===== config.mk =====
export PLATFORM = sky130hd
export DESIGN_NAME = jt89_wrseq
export DESIGN_NICKNAME = d
export VERILOG_FILES = /design/src/rtl/jt89_wrseq.sv
export SDC_FILE = /design/constraint.sdc
export NUM_CORES = 1
export LEC_CHECK = 0
export ABC_AREA = 1
export BUFFER_PORTS_ARGS = -buffer_cell sky130_fd_sc_hd__buf_2
export CORE_MARGIN = 3
export CORE_UTILIZATION = 45
export DETAILED_ROUTE_END_ITERATION = 10
export PLACE_DENSITY = 0.81
export SETUP_SLACK_MARGIN = 0.4
export SYNTH_ARGS = -nofsm -noshare
export SYNTH_HDL_FRONTEND = slang
export SYNTH_SLANG_ARGS = --single-unit
export TNS_END_PERCENT = 30

===== constraint.sdc =====
create_clock -name clk -period 1.42 [get_ports clk]
set_input_delay 0.071 -clock clk [delete_from_list [all_inputs] [get_ports clk]]
set_output_delay 0.071 -clock clk [all_outputs]
set_load 0.01 [all_outputs]

===== src/rtl/jt89_wrseq.sv =====
// jt89_wrseq: two-requester byte write sequencer and round-robin arbiter for the jt89 PSG bus.
// Define JT89_WRSEQ_LOCK_EN to keep a tone latch byte and its data byte atomic per requester.
module jt89_wrseq #(
    parameter int WR_LEN  = 2,
    parameter int LOCK_TO = 255
) (
    input  logic       rst,
    input  logic       clk,
    input  logic       a_req,
    input  logic [7:0] a_din,
    output logic       a_ack,
    input  logic       b_req,
    input  logic [7:0] b_din,
    output logic       b_ack,
    input  logic       psg_ready,
    output logic       psg_wr_n,
    output logic       psg_ce_n,
    output logic [7:0] psg_din,
    output logic       busy
);
    typedef enum logic [1:0] {IDLE, WRITE, GUARD, WAIT} state_t;

    state_t     state_q, state_d;
    logic [3:0] cnt_q, cnt_d;
    logic       prio_b_q, prio_b_d;
    logic [7:0] din_q, din_d;
    logic       a_ack_q, a_ack_d;
    logic       b_ack_q, b_ack_d;
    logic       wr_n_q, wr_n_d;
    logic       busy_q, busy_d;
    logic       a_elig, b_elig;
    logic       gnt_a, gnt_b;
    logic       lock_busy_d;

`ifdef JT89_WRSEQ_LOCK_EN
    logic       lock_q, lock_d;
    logic       own_b_q, own_b_d;
    logic [7:0] lcnt_q, lcnt_d;
    logic       lock_eff;
    logic       latch_byte;

    // An expired counter releases the lock in the same cycle, so the other side may be granted.
    assign lock_eff   = lock_q && (lcnt_q != 8'd0);
    assign a_elig     = a_req && psg_ready && (!lock_eff || !own_b_q);
    assign b_elig     = b_req && psg_ready && (!lock_eff || own_b_q);
    assign latch_byte = din_d[7] && !din_d[4] && (din_d[6:5] != 2'b11);

    always_comb begin
        lock_d  = lock_q;
        own_b_d = own_b_q;
        lcnt_d  = lcnt_q;
        if (gnt_a || gnt_b) begin
            lock_d  = latch_byte;
            own_b_d = gnt_b;
            lcnt_d  = 8'(LOCK_TO);
        end else if (lock_q) begin
            if (lcnt_q == 8'd0) lock_d = 1'b0;
            else                lcnt_d = lcnt_q - 8'd1;
        end
    end

    always_ff @(posedge clk) begin
        if (rst) begin
            lock_q  <= 1'b0;
            own_b_q <= 1'b0;
            lcnt_q  <= 8'd0;
        end else begin
            lock_q  <= lock_d;
            own_b_q <= own_b_d;
            lcnt_q  <= lcnt_d;
        end
    end

    assign lock_busy_d = lock_d;
`else
    assign a_elig      = a_req && psg_ready;
    assign b_elig      = b_req && psg_ready;
    assign lock_busy_d = 1'b0;

    // The timeout is meaningless without the lock; referenced so both builds share one parameter list.
    if (LOCK_TO < 0) begin : g_no_lock
    end
`endif

    assign gnt_a = (state_q == IDLE) && a_elig && (!b_elig || !prio_b_q);
    assign gnt_b = (state_q == IDLE) && b_elig && (!a_elig || prio_b_q);

    always_ff @(posedge clk) begin
        if (rst) begin
            state_q  <= IDLE;
            cnt_q    <= 4'd0;
            prio_b_q <= 1'b0;
            din_q    <= 8'd0;
            a_ack_q  <= 1'b0;
            b_ack_q  <= 1'b0;
            wr_n_q   <= 1'b1;
            busy_q   <= 1'b0;
        end else begin
            state_q  <= state_d;
            cnt_q    <= cnt_d;
            prio_b_q <= prio_b_d;
            din_q    <= din_d;
            a_ack_q  <= a_ack_d;
            b_ack_q  <= b_ack_d;
            wr_n_q   <= wr_n_d;
            busy_q   <= busy_d;
        end
    end

    always_comb begin
        state_d = state_q;
        cnt_d   = cnt_q;
        case (state_q)
            IDLE: begin
                if (gnt_a || gnt_b) begin
                    state_d = WRITE;
                    cnt_d   = 4'd0;
                end
            end
            WRITE: begin
                if (cnt_q == 4'(WR_LEN - 1)) state_d = GUARD;
                else                         cnt_d   = cnt_q + 4'd1;
            end
            GUARD:   state_d = WAIT;
            WAIT:    if (psg_ready) state_d = IDLE;
            default: state_d = IDLE;
        endcase
    end

    // Outputs are registered from the next state so wr_n drops in the cycle right after the grant.
    always_comb begin
        prio_b_d = prio_b_q;
        din_d    = din_q;
        if (gnt_a) begin
            prio_b_d = 1'b1;
            din_d    = a_din;
        end else if (gnt_b) begin
            prio_b_d = 1'b0;
            din_d    = b_din;
        end
        a_ack_d = gnt_a;
        b_ack_d = gnt_b;
        wr_n_d  = (state_d != WRITE);
        busy_d  = (state_d != IDLE) || lock_busy_d;
    end

    assign a_ack    = a_ack_q;
    assign b_ack    = b_ack_q;
    assign psg_wr_n = wr_n_q;
    assign psg_ce_n = wr_n_q;
    assign psg_din  = din_q;
    assign busy     = busy_q;
endmodule


==> impl_metrics.yaml <==
status:
  status: "finished, final reports clean"
timing:
  hold_viol: 0
  fmax_ghz: 0.832
  setup_viol: 0
  rsz0062_at_grt: "yes"
  relSlewSlack: 0.732
  period_minus_slack_ps: 1200
  fin_crit_sh: 0.847
  setup_tns_ps: 0
  maxSlewViolCount: 0
  max_slew.worst_pin.slew_ps: 401
  finalClockSkew_ps: 3.63
route:
  ant_nets: 0
  avgRoutedWirePerCell_um: 13.1
  wirelength_um: 2780
  drc: 0
  first_iter_violations: 22
  dr.pass1.iters: 4
  avgViaCountPerCell: 5.20
  route.vias.total: 1108
yosys:
  ys_seq_elements: 19
  yosys.area_share.simple: 0.386
  yosys.area.top_type: "dfxtp_1"
  syn_inst: 141
  syn_area_sq_um: 1010
  synth_top_area_frac: 0.378
  synthMuxAreaShare: 0
  avgSynthCellArea_sq_um: 7.13
  seq_area_frac_synth: 0.378
  synth_top_family_by_area: "simple AND/OR/NAND/NOR gates"
  syn-num-nets: 164
  synth_cell_type_count: 25
  synth_adder_area_share: 0.0249
  synth_compound_area_frac: 0.0684
  synthXorXnorAreaFrac: 0.00871
  yosysWarnings: 0
  synthTopCellsByArea: "dfxtp_1, nand2_1, inv_1"
floorplan:
  core_area_sq_um: 2040
  io_pins: 34
  die_x_um: 53.3
  dieArea_sq_um: 2840
  floorplan.initialDensity: 0.493
  row_count: 16
  die_h_um: 53.3
layout:
  finalNonFillerCells: 213
  fin_util: 0.689
  antenna_cells: 0
  layout_common_cells: "buf_2, nand2_1, inv_1"
  mostFrequentLayoutCell: "buf_2"
  num-fill-cells: 169
  nets: 210
  stdcell_area_sq_um: 1410
  drive_gt1_frac: 0.398
  syn_to_final_growth_pct: 39.9
clock_network:
  cts_buffers: 3
  clkLatencyLatePin_ps: 300
  htreeDepth: 1
  clock_path_buffers: 2
  clk_pin_slew_worst_paths_ps: 120
  cts_tree: "done"
  ctsRootBufferMaster: "clkbuf_4"
  cts.sinks: 19
critical_path:
  arrival_ps: 1420
  cp_num_buf_inv: 3
  r2r_start: "state_q[1]$_SDFF_PP0_"
  crit_fanout: 7
  critPathSlowestCell: "dfxtp_4"
  critPathTopFamily: "flip-flops"
  crit_path_start_kind: "flip-flop"
  end_kind: "flip-flop"
  critPathKind: "flip-flop to flip-flop"
  slowest_delay_ps: 390
  reg2regPathDepth: 8
  crit_chain: "nor2_4 -> buf_12 -> nand2_8 -> nand2_8 -> o21ai_0 -> inv_1 -> nand2_1 -> inv_1"
  critPathRequiredTime_ps: 1630
  r2r_slack_ps: 220
  worstReg2RegEnd: "psg_din[0]$_SDFFE_PP0P_"
min_path:
  holdCritStartpoint: "rst"
  worst_hold_path_type: "input pin to flip-flop"
  hold_depth: 2
  whs_endpoint: "b_ack$_SDFF_PP0_"
place:
  hpwl_um: 1680
  placed_area_sq_um: 1180
  port_buffers: 33
  dpl.cell_count: 198
  gp_congestion: 0.779
power_and_ir_drop:
  finalPower_mw: 1.48
  total_leakage_power_nw: 0.763
  p_per_area_nw_per_um2: 1050
  vdd_drop_max_v: 0.000723
grt:
  grt_util_all_layers: 0.189
  grt_pass1_vias: 954
  grt_pass1_wl_um: 3930
  antenna_found_initial: 0
  grt-ovfl-total: 0
  grt_max_degree: 13
flow_run:
  cap_viol_max_count: 0
[cell families (layout without fill, tap and decap cells)]
logic type,after synthesis,after routing
AO/OA/AOI/OAI,13,13
XOR/XNOR,1,1
adder cells (fa/ha/maj),2,2
buffers and inverters,30,72
flip-flops,19,19
AND/OR/NAND/NOR,76,79
[cells in the mapped netlist, drive strengths merged]
| library cell | number |
|---|---|
| a21oi | 4 |
| buf | 4 |
| clkinv | 1 |
| dfxtp | 19 |
| ha | 2 |
| inv | 25 |
| nand2 | 37 |
| nand3 | 15 |
| nand4 | 10 |
| nor2 | 13 |
| nor3 | 1 |
| o21ai | 9 |
| xnor2 | 1 |
[area by class of cell]
type	count	area (sq um)	area share
clock inverters	1	5.00	0.00356
multi-input cells	95	603	0.428
well taps	27	33.8	0.0240
flip-flops and latches	19	395	0.281
inverters	26	100	0.0711
repair buffers	42	248	0.176
clock buffers	3	22.5	0.0160
[how the worst max path moves through the flow]
stage | from | endpoint | cells after the start
after floorplan | state_q[1]$_SDFF_PP0_ | psg_din[3]$_SDFFE_PP0P_ | 7
after global placement | cnt_q[1]$_SDFFE_PP0P_ | busy$_SDFF_PP0_ | 7
after detailed placement | state_q[1]$_SDFF_PP0_ | psg_din[1]$_SDFFE_PP0P_ | 7
after CTS | cnt_q[1]$_SDFFE_PP0P_ | cnt_q[0]$_SDFFE_PP0P_ | 8
after global routing | state_q[0]$_SDFF_PP0_ | cnt_q[3]$_SDFFE_PP0P_ | 8
final | state_q[1]$_SDFF_PP0_ | psg_din[0]$_SDFFE_PP0P_ | 8
[report_power, final]
part           switching [mW]  internal, mW  total, mW
registers              0.0478         0.600      0.647
logic                   0.308         0.232      0.540
clock network           0.185         0.105      0.290
[worst reg2reg max path, stage by stage (launching register included)]
cell     delay, ps
dfxtp_4        390
nor2_4          50
buf_12         140
nand2_8        120
nand2_8         80
o21ai_0        180
inv_1           60
nand2_1         60
inv_1           40
[flip-flops by register name (all words and copies together) (netlist names)]
| register | cells |
|---|---|
| psg_din | 8 |
| cnt_q | 4 |
| state_q | 2 |
| a_ack | 1 |
| b_ack | 1 |
| busy | 1 |
| prio_b_q | 1 |
| psg_ce_n | 1 |
[metrics by stage]
stage / worst slack [ps] / hold slack (ps)
global placement: 240 / 321
CTS: 230 / 5.97
global route: 163 / 9.78
detailed placement: 178 / 327
finish: 217 / 10.1
floorplan: 334 / 140
[per-layer routing]
layer | vias up | global-route usage | wire length (um)
li1 | 540 | - | -
met2 | 59 | 0.343 | 1460
met3 | 6 | 0.0366 | 236
met1 | 503 | 0.205 | 1050
met4 | 0 | 0.0936 | 35
met5 | - | 0 | 0
[timing repair]
action | CTS | global route
pin swaps | 2 | 8
endpoints found under the hold margin | 0 | 1
setup buffers | 4 | 3
hold buffers | 0 | 1
gates cloned | 1 | 2
resized for setup | 4 | 21
setup endpoints to repair | 17 | 19
Power figures use the tool's default switching activity.
